File: config.mk
export PLATFORM = sky130hd
export DESIGN_NAME = instr_fetch_flat
export DESIGN_NICKNAME = d
export VERILOG_FILES = /design/src/rtl/instr_fetch_if.sv /design/src/rtl/instr_fetch.sv /design/src/flat_wrapper.sv
export SDC_FILE = /design/constraint.sdc
export NUM_CORES = 1
export LEC_CHECK = 0
export CAP_MARGIN = 20
export CELL_PAD_IN_SITES_DETAIL_PLACEMENT = 2
export CELL_PAD_IN_SITES_GLOBAL_PLACEMENT = 2
export CORE_MARGIN = 2
export CORE_UTILIZATION = 26
export CTS_BUF_LIST = sky130_fd_sc_hd__clkbuf_2
export CTS_CLUSTER_SIZE = 24
export DETAILED_ROUTE_END_ITERATION = 10
export PLACE_DENSITY = 0.84
export SYNTH_ARGS = -nofsm -noshare
export SYNTH_HDL_FRONTEND = slang
export SYNTH_SLANG_ARGS = --single-unit
export TNS_END_PERCENT = 1
File: constraint.sdc
create_clock -name clk -period 3.05 [get_ports clk]
set_clock_uncertainty 0.1 [all_clocks]
set_input_delay 0.61 -clock clk [delete_from_list [all_inputs] [get_ports clk]]
set_output_delay 0.61 -clock clk [all_outputs]
set_load 0.1 [all_outputs]
File: src/rtl/instr_fetch_if.sv
// Fetch-stage bus: instruction memory port plus the decoder-facing handshake.
// The master side is the fetch stage; the slave side is memory and decoder.
interface instr_fetch_if;
  logic [31:0] imem_addr;
  logic [31:0] imem_rdata;
  logic        redirect;
  logic [31:0] redirect_pc;
  logic        instr_ready;
  logic        instr_valid;
  logic [31:0] instr;
  logic [31:0] instr_pc;
  logic        fetch_fault;
  logic [31:0] fetch_count;

  modport master (
    output imem_addr,
    input  imem_rdata,
    input  redirect,
    input  redirect_pc,
    input  instr_ready,
    output instr_valid,
    output instr,
    output instr_pc,
    output fetch_fault,
    output fetch_count
  );

  modport slave (
    input  imem_addr,
    output imem_rdata,
    output redirect,
    output redirect_pc,
    output instr_ready,
    input  instr_valid,
    input  instr,
    input  instr_pc,
    input  fetch_fault,
    input  fetch_count
  );
endinterface

File: src/rtl/instr_fetch.sv
// Instruction fetch stage: owns the PC, reads the combinational instruction
// memory and holds one fetched entry for the decoder behind valid/ready.
// Misaligned or out-of-range PCs produce a sticky fault entry; the stage then
// stops fetching until a redirect (or reset) supplies a new PC.
module instr_fetch #(
  parameter logic [31:0] ResetPc   = 32'h0000_0000,
  parameter int unsigned ImemBytes = 4096
) (
  input logic           clk,
  input logic           rst,
  instr_fetch_if.master bus
);

  // Highest PC whose full word still lies inside the memory.
  localparam logic [31:0] PcMax = ImemBytes - 32'd4;

  typedef enum logic [0:0] {StRun, StFault} state_e;

  state_e      state_q, state_d;
  logic [31:0] pc_q, pc_d;
  logic        valid_q, valid_d;
  logic [31:0] instr_q, instr_d;
  logic [31:0] instr_pc_q, instr_pc_d;
  logic        fault_q, fault_d;
  logic [31:0] count_q, count_d;

  logic handshake;
  logic load_en;
  logic bad_pc;

  assign handshake = valid_q && bus.instr_ready;
  assign load_en   = !valid_q || bus.instr_ready;
  assign bad_pc    = (pc_q[1:0] != 2'b00) || (pc_q > PcMax);

  // Next-state: redirect beats capture; FAULT only drains its entry.
  always_comb begin
    state_d    = state_q;
    pc_d       = pc_q;
    valid_d    = valid_q;
    instr_d    = instr_q;
    instr_pc_d = instr_pc_q;
    fault_d    = fault_q;
    // Handshakes count even when a redirect flushes the same cycle.
    count_d    = count_q + {31'd0, handshake};

    if (bus.redirect) begin
      pc_d    = bus.redirect_pc;
      valid_d = 1'b0;
      fault_d = 1'b0;
      state_d = StRun;
    end else begin
      unique case (state_q)
        StRun: begin
          if (load_en) begin
            instr_pc_d = pc_q;
            valid_d    = 1'b1;
            if (bad_pc) begin
              // PC is frozen so the faulting address stays visible.
              instr_d = 32'd0;
              fault_d = 1'b1;
              state_d = StFault;
            end else begin
              instr_d = bus.imem_rdata;
              fault_d = 1'b0;
              pc_d    = pc_q + 32'd4;
            end
          end
        end
        StFault: begin
          if (handshake) begin
            valid_d = 1'b0;
            fault_d = 1'b0;
          end
        end
        default: state_d = StRun;
      endcase
    end
  end

  // State registers with synchronous reset.
  always_ff @(posedge clk) begin
    if (rst) begin
      state_q    <= StRun;
      pc_q       <= ResetPc;
      valid_q    <= 1'b0;
      instr_q    <= 32'd0;
      instr_pc_q <= 32'd0;
      fault_q    <= 1'b0;
      count_q    <= 32'd0;
    end else begin
      state_q    <= state_d;
      pc_q       <= pc_d;
      valid_q    <= valid_d;
      instr_q    <= instr_d;
      instr_pc_q <= instr_pc_d;
      fault_q    <= fault_d;
      count_q    <= count_d;
    end
  end

  assign bus.imem_addr   = pc_q;
  assign bus.instr_valid = valid_q;
  assign bus.instr       = instr_q;
  assign bus.instr_pc    = instr_pc_q;
  assign bus.fetch_fault = fault_q;
  assign bus.fetch_count = count_q;

endmodule

File: src/flat_wrapper.sv
// flat-port wrapper written by rule: the top's interface ports become plain ports
module instr_fetch_flat 
#(
  parameter logic [31:0] ResetPc   = 32'h0000_0000,
  parameter int unsigned ImemBytes = 4096
)
  (clk, rst, bus_imem_addr, bus_imem_rdata, bus_redirect, bus_redirect_pc, bus_instr_ready, bus_instr_valid, bus_instr, bus_instr_pc, bus_fetch_fault, bus_fetch_count);
  instr_fetch_if bus_i ();
  input logic clk;
  input logic rst;
  output wire logic [$bits(bus_i.imem_addr)-1:0] bus_imem_addr;
  input wire logic [$bits(bus_i.imem_rdata)-1:0] bus_imem_rdata;
  input wire logic [$bits(bus_i.redirect)-1:0] bus_redirect;
  input wire logic [$bits(bus_i.redirect_pc)-1:0] bus_redirect_pc;
  input wire logic [$bits(bus_i.instr_ready)-1:0] bus_instr_ready;
  output wire logic [$bits(bus_i.instr_valid)-1:0] bus_instr_valid;
  output wire logic [$bits(bus_i.instr)-1:0] bus_instr;
  output wire logic [$bits(bus_i.instr_pc)-1:0] bus_instr_pc;
  output wire logic [$bits(bus_i.fetch_fault)-1:0] bus_fetch_fault;
  output wire logic [$bits(bus_i.fetch_count)-1:0] bus_fetch_count;
  assign bus_imem_addr = bus_i.imem_addr;
  assign bus_i.imem_rdata = bus_imem_rdata;
  assign bus_i.redirect = bus_redirect;
  assign bus_i.redirect_pc = bus_redirect_pc;
  assign bus_i.instr_ready = bus_instr_ready;
  assign bus_instr_valid = bus_i.instr_valid;
  assign bus_instr = bus_i.instr;
  assign bus_instr_pc = bus_i.instr_pc;
  assign bus_fetch_fault = bus_i.fetch_fault;
  assign bus_fetch_count = bus_i.fetch_count;
  instr_fetch #(.ResetPc(ResetPc), .ImemBytes(ImemBytes)) u_core (.clk(clk), .rst(rst), .bus(bus_i));
endmodule
Word level (Yosys, flattened, before mapping)
Index checks and enable logic that the tools add are counted.

Add/sub/neg operators: 2. $mul: 0. Divide/modulo/power cells: 0. Order comparisons: 1. Equality and inequality tests: 4. Shift operators: 0. Muxes and demuxes: 13. Bitwise gates (word level): 2. Reduce and logical (&&, ||, !) cells: 10.

Operators by type and width (number): $mux 32 (5); $add 32x1->32 (1); $add 32x3->32 const B (1); $gt 32x12->1 const B (1); $mux 1 (6); $ne 2x2->1 const B (3); $reduce_and 3->1 (2); $pmux 1 s2 (2); $reduce_bool 2->1 (2); $logic_or 1x1->1 (2); $ne 2x1->1 const B (1); $not 1->1 (2); $reduce_and 2->1 (1); $reduce_or 2->1 (1); $logic_and 1x1->1 (1); $logic_not 1->1 (1).

Register bits: 131. Latch bits: 0. RAM bits: 0. Bits in read-only memories: 0. Input port bits: 68. Output and inout port bits: 130. Logic and storage cells: 39. Memories: 0.

Longest topological paths before layout
Gate-level depths: netlist of run 1.

Word-level depth: 6. Gate-level depth with buffers: 9. Gate-level depth less buffers: 7.

Worst setup path before layout of run 1
Ideal clock, no wire load.

Path kind: register to register. Start: register u_core.valid_q, in the netlist u_core.bus.instr_valid. End: register u_core.count_q[22], in the netlist u_core.bus.fetch_count[22]. Setup time: 0.070 ns. Arrival time: 2.932 ns. Setup slack: -0.053 ns. Cell stages (with the launch flop): 9. Buffers on the path: 1. Clock period less this slack: 3.103 ns. Cell sequence: dfxtp_1 > and2_1 > ha_1 > ha_1 > nand3_1 > or4_1 > buf_2 > or4_1 > a21oi_1.

Word-level cells in the longest chain between the ends: 2.

Ends and longest elaborated chain: start: declaration (RTL line instr_fetch.sv:21) `logic valid_q, valid_d;`; start signal: assignment (RTL line instr_fetch.sv:93) `valid_q <= valid_d;`; $logic_and 1x1->1 (RTL line instr_fetch.sv:31) `assign handshake = valid_q && bus.instr_ready;`; $add 32x1->32 (RTL line instr_fetch.sv:44) `count_d = count_q + {31'd0, handshake};`; end signal: assignment (RTL line instr_fetch.sv:97) `count_q <= count_d;`; end: declaration (RTL line instr_fetch.sv:25) `logic [31:0] count_q, count_d;`.

No other way between the ends. A chain may end at the register's enable or synchronous reset.

Worst setup path in the final report of run 1
Start: register u_core.valid_q, in the netlist u_core.bus.instr_valid. End: register u_core.count_q[31], in the netlist u_core.bus.fetch_count[31].

Same word-level chain as after synthesis.

==> results of run 1 <==
==> stage by stage <==
step,instance area [um^2],setup TNS (ps)
after CTS,7600,0
after detailed placement,7390,-1850
after floorplan,5440,0
after global placement,7390,-1190
after global routing,7600,0
final,7610,0
==> final cells by class <==
| cell class | count | area share [%] |
|---|---|---|
| multi-input cells | 454 | 33.8 |
| repair buffers | 217 | 23.9 |
| clock buffers | 19 | 1.25 |
| diodes | 2 | 0.0658 |
| flip-flops and latches | 131 | 34.5 |
| inverters | 11 | 0.543 |
| well taps | 270 | 4.44 |
| clock inverters | 11 | 1.51 |
==> cell usage in the layout (no fill, tap or decap), types with 3 or more instances in the layout <==
cell,synthesis,layout
or4_1,11,11
inv_1,11,11
o31ai_1,14,14
clkinv_1,0,3
or3_1,10,10
nor4_1,11,11
a22oi_1,4,4
nand3_1,19,18
dfxtp_1,131,130
a311oi_1,4,4
xor2_1,6,6
xnor2_1,5,5
mux2i_1,21,21
o21ai_0,11,11
and3_1,3,3
nor2b_1,5,5
nor3b_1,6,6
clkdlybuf4s50_1,0,65
and2_1,3,3
and4_1,5,5
clkinvlp_4,0,4
nor3_1,8,7
buf_4,0,149
nand2_1,110,110
nor2_1,40,40
clkbuf_2,0,19
nand4_1,48,48
ha_1,3,3
a21oi_1,85,85
==> flip-flops by register name (all words and copies together) (netlist names) <==
name                    count
u_core.bus.instr_pc        32
u_core.bus.instr           32
u_core.bus.imem_addr       32
u_core.bus.fetch_fault      1
u_core.bus.fetch_count     32
u_core.bus.instr_valid      1
u_core.state_q              1
==> worst register-to-register path, delay by kind of cell (launching register included) <==
| family | cells | cell delay (ps) |
|---|---|---|
| fa+ha+maj | 1 | 180 |
| buf+inv | 1 | 200 |
| flops | 1 | 430 |
| mux | 1 | 370 |
| simple gates | 4 | 1220 |
==> worst max-delay path by stage <==
stage                            endpoint  slack (ps)  cells past startpoint
6_report       u_core.bus.fetch_count[31]         450                      7
3_5_place_dp   u_core.bus.fetch_count[31]        -220                      8
4_1_cts        u_core.bus.fetch_count[31]         450                      7
3_3_place_gp   u_core.bus.fetch_count[31]        -150                      8
5_1_grt        u_core.bus.fetch_count[31]         290                      7
2_1_floorplan  u_core.bus.fetch_count[22]          70                      7
==> per-layer routing <==
layer	vias up	share of wire, %	routed length [um]	track usage [%]
li1	2687	-	-	-
met1	2762	42	8470	22.4
met2	140	50	10000	31.4
met3	10	6.3	1260	6.81
met4	0	0.96	191	3.62
met5	-	0	0	0
==> kinds of logic after synthesis <==
logic type,count (synthesis),share of synthesized area (%)
AOI/OAI and AO/OA,129,13.7
and+or+nand+nor,289,26.9
adders and majority gates,3,0.690
buffers and inverters,63,4.67
xor gates and xnor gates,11,1.77
DFF,131,48.2
muxes,22,4.07
==> power breakdown <==
part           internal (mW)  switching (mW)  total [mW]
clock network          0.363           0.669        1.03
registers               1.76          0.0570        1.82
logic                  0.212           0.582       0.793
==> flow_summary.json, run 1 <==
{
  "outcome": "complete, no violations",
  "seq_area_um2": 2620,
  "grt_use_total_pct": 18.4,
  "avgSynthCellArea_um2": 8.40,
  "grt_overflow": 0,
  "multi_input_comb_area_um2": 2570,
  "cts_hold_buf": 0,
  "drc": 0,
  "r2r_slack_ps": 450,
  "setup_ws_ps": 452,
  "cpPeakStageDelay_ps": 460,
  "min_from": "rst",
  "period_needed_ps": 2600,
  "fin_crit_sh_pct": 85.2,
  "nFillCells": 2350,
  "dp_hpwl_mm": 14.3,
  "die_area_um2": 22100,
  "yosysSeqAreaShare_pct": 48.2,
  "globalplace.congestion": 0.764,
  "relSlewSlack_pct": 47.5,
  "r2r-end": "u_core.bus.fetch_count[31]",
  "cap_violations": 0,
  "avgViaCountPerCell": 5.02,
  "cts_resized": 0,
  "hold_depth": 2,
  "rows": 52,
  "crit_fanout": 17,
  "synthTopCellsByArea": "dfxtp_1, a21oi_1, nand2_1",
  "synth_common_cells": "dfxtp_1, nand2_1, a21oi_1",
  "holdWs_ps": 315,
  "cts.htree.levels": 4,
  "area_growth_pct": 39.8,
  "syn_area_um2": 5440,
  "io_pins": 198,
  "min_path_type": "primary input to flop",
  "hold_path_end": "u_core.bus.fetch_count[7]",
  "place_ws_ps": -223,
  "clock_path_buffers": 2,
  "wl_mm": 19.9,
  "synth-seq-cells": 131,
  "fmax_ghz": 0.385,
  "yosysUniqueCellTypes": 44,
  "grt_pass1_vias": 5874,
  "syn-instance-count": 648,
  "drv_slew": 0,
  "ff2ff_path_depth": 7,
  "required_ps": 3530,
  "io_buffers": 197,
  "syn-num-nets": 719,
  "yosysMostFrequentCell": "dfxtp_1",
  "cts.sink_count": 131,
  "synth_edf_count": 0,
  "start_util_pct": 26.7,
  "p_total_mw": 3.65,
  "path_class": "flop to flop",
  "crit_family": "simple AND/OR/NAND/NOR gates",
  "fin_util_pct": 37.3,
  "cp_slowest_cell": "or4b_1",
  "path_clk_slew_ps": 210,
  "clkLatencyLatePin_ps": 690,
  "path_cells": "and2_1 > ha_1 > and4_1 > or4b_1 > buf_4 > nor4_1 > mux2_2",
  "cts_tree": "done",
  "worst_pin_slew_ps": 784,
  "drtIter0Drc": 224,
  "antenna_found_initial": 1,
  "ant_nets": 0,
  "p_leak_nw": 2.91,
  "worstSetupStartpointType": "flop",
  "irDropWorstVdd_mv": 0.234,
  "powerDensity_nw_per_um2": 479,
  "num_vias": 5599,
  "wire_per_inst_um": 17.9,
  "ys.flop_type": "dfxtp_1",
  "drt-pass1-iter-count": 4,
  "synthArstFlopShare_pct": 0,
  "dieHeight_um": 149,
  "rsz0062_at_grt": "false",
  "crit_start": "u_core.bus.instr_valid",
  "grt_max_degree": 61,
  "drive_gt1_share_pct": 22.2,
  "grt_pass1_wl_mm": 32.3,
  "synth_top_area_share_pct": 48.2,
  "yosys.area.top_type": "dfxtp_1",
  "cts_root_buffer": "clkbuf_2",
  "cp_num_buf_inv": 1,
  "finalSetupViolCount": 0,
  "post-cts-setup-buffers": 0,
  "r2r-start": "u_core.bus.instr_valid",
  "hold_violations": 0,
  "fin_nets": 903,
  "numCtsBuffers": 17,
  "yosysWarnings": 0,
  "post-place-cells": 1083,
  "core_um2": 20400,
  "fp.dieW_um": 149,
  "stdcell_count": 1115,
  "worstPathArrival_ps": 3080,
  "cp-end-kind": "flop"
}
(Power assumes the default switching activity.)
==> run 2, diff against run 1 <==
--- a/config.mk
+++ b/config.mk
@@ -9,11 +9,12 @@
 export CELL_PAD_IN_SITES_DETAIL_PLACEMENT = 2
 export CELL_PAD_IN_SITES_GLOBAL_PLACEMENT = 2
 export CORE_MARGIN = 2
-export CORE_UTILIZATION = 26
-export CTS_BUF_LIST = sky130_fd_sc_hd__clkbuf_2
+export CORE_UTILIZATION = 25
+export CTS_BUF_LIST = sky130_fd_sc_hd__clkbuf_16
 export CTS_CLUSTER_SIZE = 24
 export DETAILED_ROUTE_END_ITERATION = 10
-export PLACE_DENSITY = 0.84
+export HOLD_SLACK_MARGIN = 0.03
+export PLACE_DENSITY = 0.81
 export SYNTH_ARGS = -nofsm -noshare
 export SYNTH_HDL_FRONTEND = slang
 export SYNTH_SLANG_ARGS = --single-unit
==> run 2 against run 1 <==
Critical path depth rose by 1. Critical path type is now primary input to flop. Critical endpoint unchanged. Sequential power about the same. Setup slack worse by 120 ps.
==> flow_summary.json, run 2 (synthesis results as in run 1) <==
{
  "die_area_um2": 23000,
  "fmax_ghz": 0.367,
  "worstPathArrival_ps": 2920,
  "required_ps": 3250,
  "final_common_cell": "buf_4",
  "clock_path_buffers": 2,
  "dp_hpwl_mm": 14.5,
  "num_vias": 5579,
  "rows": 53,
  "tns_ps": 0,
  "num_antenna_cells": 0,
  "cts.sink_count": 131,
  "hold_violations": 0,
  "fin_crit_sh_pct": 89.2,
  "crit_fanout": 11,
  "relSlewSlack_pct": 53.0,
  "cpPeakStageDelay_ps": 480,
  "numCtsBuffers": 17,
  "cp_slowest_cell": "clkdlybuf4s50_1",
  "grt_use_total_pct": 18.0,
  "antenna_found_initial": 0,
  "post-cts-setup-buffers": 0,
  "p_switching_mw": 1.40,
  "fin_util_pct": 37.6,
  "cts_hold_buf": 0,
  "drt-pass1-iter-count": 4,
  "p_int_mw": 3.23,
  "drtIter0Drc": 182,
  "cts.htree.levels": 4,
  "fin_nets": 904,
  "grt_pass1_vias": 5797,
  "dieHeight_um": 152,
  "cp-end-kind": "flop",
  "area_growth_pct": 46.8,
  "grt_max_degree": 61,
  "outcome": "complete, no violations",
  "ant_nets": 0,
  "nFillCells": 2378,
  "p_leak_nw": 3.07,
  "grt_overflow": 0,
  "io_pins": 198,
  "cts_resized": 0,
  "path_class": "primary input to flop",
  "period_needed_ps": 2720,
  "finalSetupViolCount": 0,
  "drc": 0,
  "cap_violations": 0,
  "path_cells": "clkdlybuf4s50_1 > and2_1 > ha_1 > and4_1 > or4b_1 > buf_4 > nor4_1 > mux2_2",
  "powerDensity_nw_per_um2": 580,
  "final_cell_mix": "buf_4, dfxtp_1, nand2_1",
  "rsz0062_at_grt": "false",
  "drv_slew": 0,
  "drive_gt1_share_pct": 22.1,
  "grt_pass1_wl_mm": 32.1,
  "crit_family": "simple AND/OR/NAND/NOR gates",
  "worstSetupStartpointType": "primary input",
  "clkLatencyLatePin_ps": 410,
  "p_sw_share_pct": 30.2,
  "io_buffers": 197,
  "fp.dieW_um": 152,
  "cts_root_buffer": "clkbuf_16",
  "irDropWorstVdd_mv": 0.343,
  "wl_mm": 20.4,
  "start_util_pct": 25.6,
  "globalplace.congestion": 0.709,
  "core_um2": 21200,
  "seqPwrFrac_pct": 39.2,
  "min_path_type": "flop to flop",
  "p_comb_share_pct": 17.2,
  "worst_pin_slew_ps": 705,
  "path_clk_slew_ps": 60,
  "cp_num_buf_inv": 2,
  "wire_per_inst_um": 18.3,
  "cts_tree": "done",
  "avgViaCountPerCell": 4.98,
  "power_frac_clock_pct": 43.6
}
run 2: power by group through the flow:
stage	clock network (mW)	logic [mW]	registers, mW
2_1_floorplan	0	0.198	2.18
3_3_place_gp	0	0.797	1.85
3_5_place_dp	0	0.806	1.86
4_1_cts	2.08	0.809	1.82
5_1_grt	2.18	0.840	1.83
6_report	2.02	0.797	1.82
run 2: final timing paths:
| path | from | end | slack, ps | depth (start not counted) |
|---|---|---|---|---|
| max reg2reg | u_core.bus.imem_addr[1] | u_core.bus.instr[12] | 560 | 5 |
| max | bus_instr_ready | u_core.bus.fetch_count[31] | 330 | 8 |
| min | u_core.bus.instr[16] | u_core.bus.instr[16] | 360 | 2 |
| min reg2reg | u_core.bus.instr[16] | u_core.bus.instr[16] | 360 | 2 |
run 2: cell type report:
type	count	area, um^2	share of cell area [%]
Timing Repair Buffer	218	1830	23.0
Clock inverter	14	146	1.83
Multi-Input combinational cell	454	2570	32.2
Clock buffer	17	425	5.32
Inverter	11	41.3	0.517
Sequential cell	131	2620	32.8
Tap cell	275	344	4.31
run 2: per-layer routing:
| metal | track usage (%) | wire [um] | up-vias |
|---|---|---|---|
| li1 | - | - | 2695 |
| met1 | 21.5 | 8600 | 2740 |
| met2 | 31.1 | 10200 | 129 |
| met3 | 6.53 | 1410 | 15 |
| met4 | 3.56 | 196 | 0 |
| met5 | 0 | 0 | - |
run 2: worst reg2reg max path, delay by kind of cell, from the launching register on:
family | cells | cell delay, ps
AND/OR/NAND/NOR | 3 | 1430
buffers and inverters | 1 | 320
AO/OA/AOI/OAI | 1 | 220
flip-flops | 1 | 340
run 2: per-stage QoR:
stage / cells / power [mW] / hold slack [ps] / worst slack [ps] / cell area (um^2)
after floorplan: 648 / 2.38 / 485 / 74.8 / 5440
final: 1120 / 4.64 / 357 / 328 / 7990
after global placement: 1089 / 2.65 / 339 / -38.0 / 7420
after CTS: 1120 / 4.71 / 359 / 317 / 7990
after global routing: 1120 / 4.85 / 376 / 168 / 7990
after detailed placement: 1089 / 2.66 / 349 / -124 / 7420
==> run 3, diff against run 2 <==
--- a/config.mk
+++ b/config.mk
@@ -15,6 +15,7 @@
 export DETAILED_ROUTE_END_ITERATION = 10
 export HOLD_SLACK_MARGIN = 0.03
 export PLACE_DENSITY = 0.81
+export REMOVE_ABC_BUFFERS = 1
 export SYNTH_ARGS = -nofsm -noshare
 export SYNTH_HDL_FRONTEND = slang
 export SYNTH_SLANG_ARGS = --single-unit
==> run 3 against run 2 <==
Critical endpoint is now u_core.bus.fetch_count[28]. Largest power group unchanged. Via count up 0.70%. Global-route usage increased by 0.51 points. Highest routed layer unchanged. Setup slack got worse by 120 ps. Worst hold slack worse by 2.2 ps. Power down 0.51%. Design area fell by 0.16%. Final cell count did not move.
==> flow_summary.json, run 3 (synthesis results as in run 1) <==
{
  "cap_violations": 0,
  "p_sw_share_pct": 31.4,
  "grt_overflow": 0,
  "crit_fanout": 12,
  "clock_path_buffers": 2,
  "hold_depth": 2,
  "die_area_um2": 23000,
  "min_path_type": "flop to flop",
  "cts_tree": "done",
  "globalplace.congestion": 0.707,
  "clkLatencyLatePin_ps": 420,
  "period_needed_ps": 2840,
  "fin_util_pct": 37.6,
  "irDropWorstVdd_mv": 0.317,
  "p_leak_nw": 3.06,
  "final_cell_mix": "buf_4, dfxtp_1, nand2_1",
  "worstSetupStartpointType": "primary input",
  "cts_root_buffer": "clkbuf_16",
  "core_um2": 21200,
  "hold_violations": 0,
  "p_int_mw": 3.16,
  "ant_nets": 0,
  "worstPathArrival_ps": 3080,
  "grt_pass1_vias": 6024,
  "drive_gt1_share_pct": 22.2,
  "fin_area_um2": 7980,
  "post-cts-setup-buffers": 0,
  "start_util_pct": 25.6,
  "num_vias": 5618,
  "r2r_slack_ps": 470,
  "path_class": "primary input to flop",
  "avgViaCountPerCell": 5.02,
  "drtIter0Drc": 136,
  "fin_crit_sh_pct": 93.1,
  "numCtsBuffers": 17,
  "powerDensity_nw_per_um2": 578,
  "cp-end-kind": "flop",
  "wl_mm": 21.1,
  "required_ps": 3300,
  "finalSetupViolCount": 0,
  "path_clk_slew_ps": 60,
  "seqPwrFrac_pct": 39.4,
  "dp_hpwl_mm": 14.8,
  "area_growth_pct": 46.6,
  "relSlewSlack_pct": 54.2,
  "holdWs_ps": 355,
  "drc": 0,
  "grt_use_total_pct": 18.5,
  "rows": 53,
  "final_common_cell": "buf_4",
  "grt_pass1_wl_mm": 32.6,
  "power_frac_clock_pct": 43.4,
  "tns_ps": 0,
  "rsz0062_at_grt": "false",
  "p_switching_mw": 1.45,
  "io_pins": 198,
  "drt-pass1-iter-count": 4,
  "ff2ff_path_depth": 8,
  "fp.dieW_um": 152,
  "cts_hold_buf": 0,
  "place_area_um2": 7410,
  "cts.htree.levels": 4,
  "cts.sink_count": 131,
  "grt_max_degree": 60,
  "wire_per_inst_um": 18.8,
  "antenna_found_initial": 0,
  "p_comb_share_pct": 17.2,
  "worst_pin_slew_ps": 684,
  "fin_nets": 903,
  "dieHeight_um": 152,
  "cts_resized": 0,
  "num_antenna_cells": 0,
  "drv_slew": 0,
  "io_buffers": 197,
  "fmax_ghz": 0.352,
  "outcome": "complete, no violations"
}
==> run 3: cell types whose count changed in the layout (fill, tap and decap cells not counted), sizes merged <==
cell	delta
clkinvlp	+1
inv	+1
buf	-1
bufinv	-1
==> run 3: power by group through the flow <==
stage	clock network, mW	logic (mW)	registers, mW
after detailed placement	0	0.798	1.86
final	2.00	0.794	1.82
after global routing	2.14	0.836	1.83
after floorplan	0	0.146	2.18
after global placement	0	0.790	1.85
after CTS	2.06	0.802	1.82
==> run 3: final cells by class <==
cell class	instances	area, um^2
Clock buffer	17	425
Sequential cell	131	2620
Inverter	11	41.3
Timing Repair Buffer	217	1830
Fill cell	2401	13200
Clock inverter	15	143
Multi-Input combinational cell	454	2570
Tap cell	275	344
==> run 3: stage by stage <==
stage               setup slack [ps]  cells  power [mW]
finish                           211   1120        4.61
global route                    60.7   1120        4.80
CTS                              185   1120        4.68
detailed placement              -177   1088        2.65
global placement                -106   1088        2.64
floorplan                      -1720    596        2.33
==> run 3: path summary, 6_finish.rpt <==
check | from | end
worst max-delay path | bus_instr_ready | u_core.bus.fetch_count[28]
worst min-delay path | u_core.bus.instr[20] | u_core.bus.instr[20]
worst max register to register | u_core.bus.instr_valid | u_core.bus.fetch_count[28]
worst min register to register | u_core.bus.instr[20] | u_core.bus.instr[20]
==> run 3: routing by layer <==
metal | track usage [%] | share of wire [%]
met5 | 0 | 0
met1 | 21.1 | 42
met2 | 32.1 | 49
met4 | 5.37 | 0.94
met3 | 7.07 | 8.4
==> run 3: critical path, stage by stage <==
cell and delay [ps]:
clkdlybuf4s50_1 480, and2_1 150, ha_1 210, ha_1 220
nand3_1 110, or4_1 430, buf_4 200, or4_1 490
a21oi_1 180
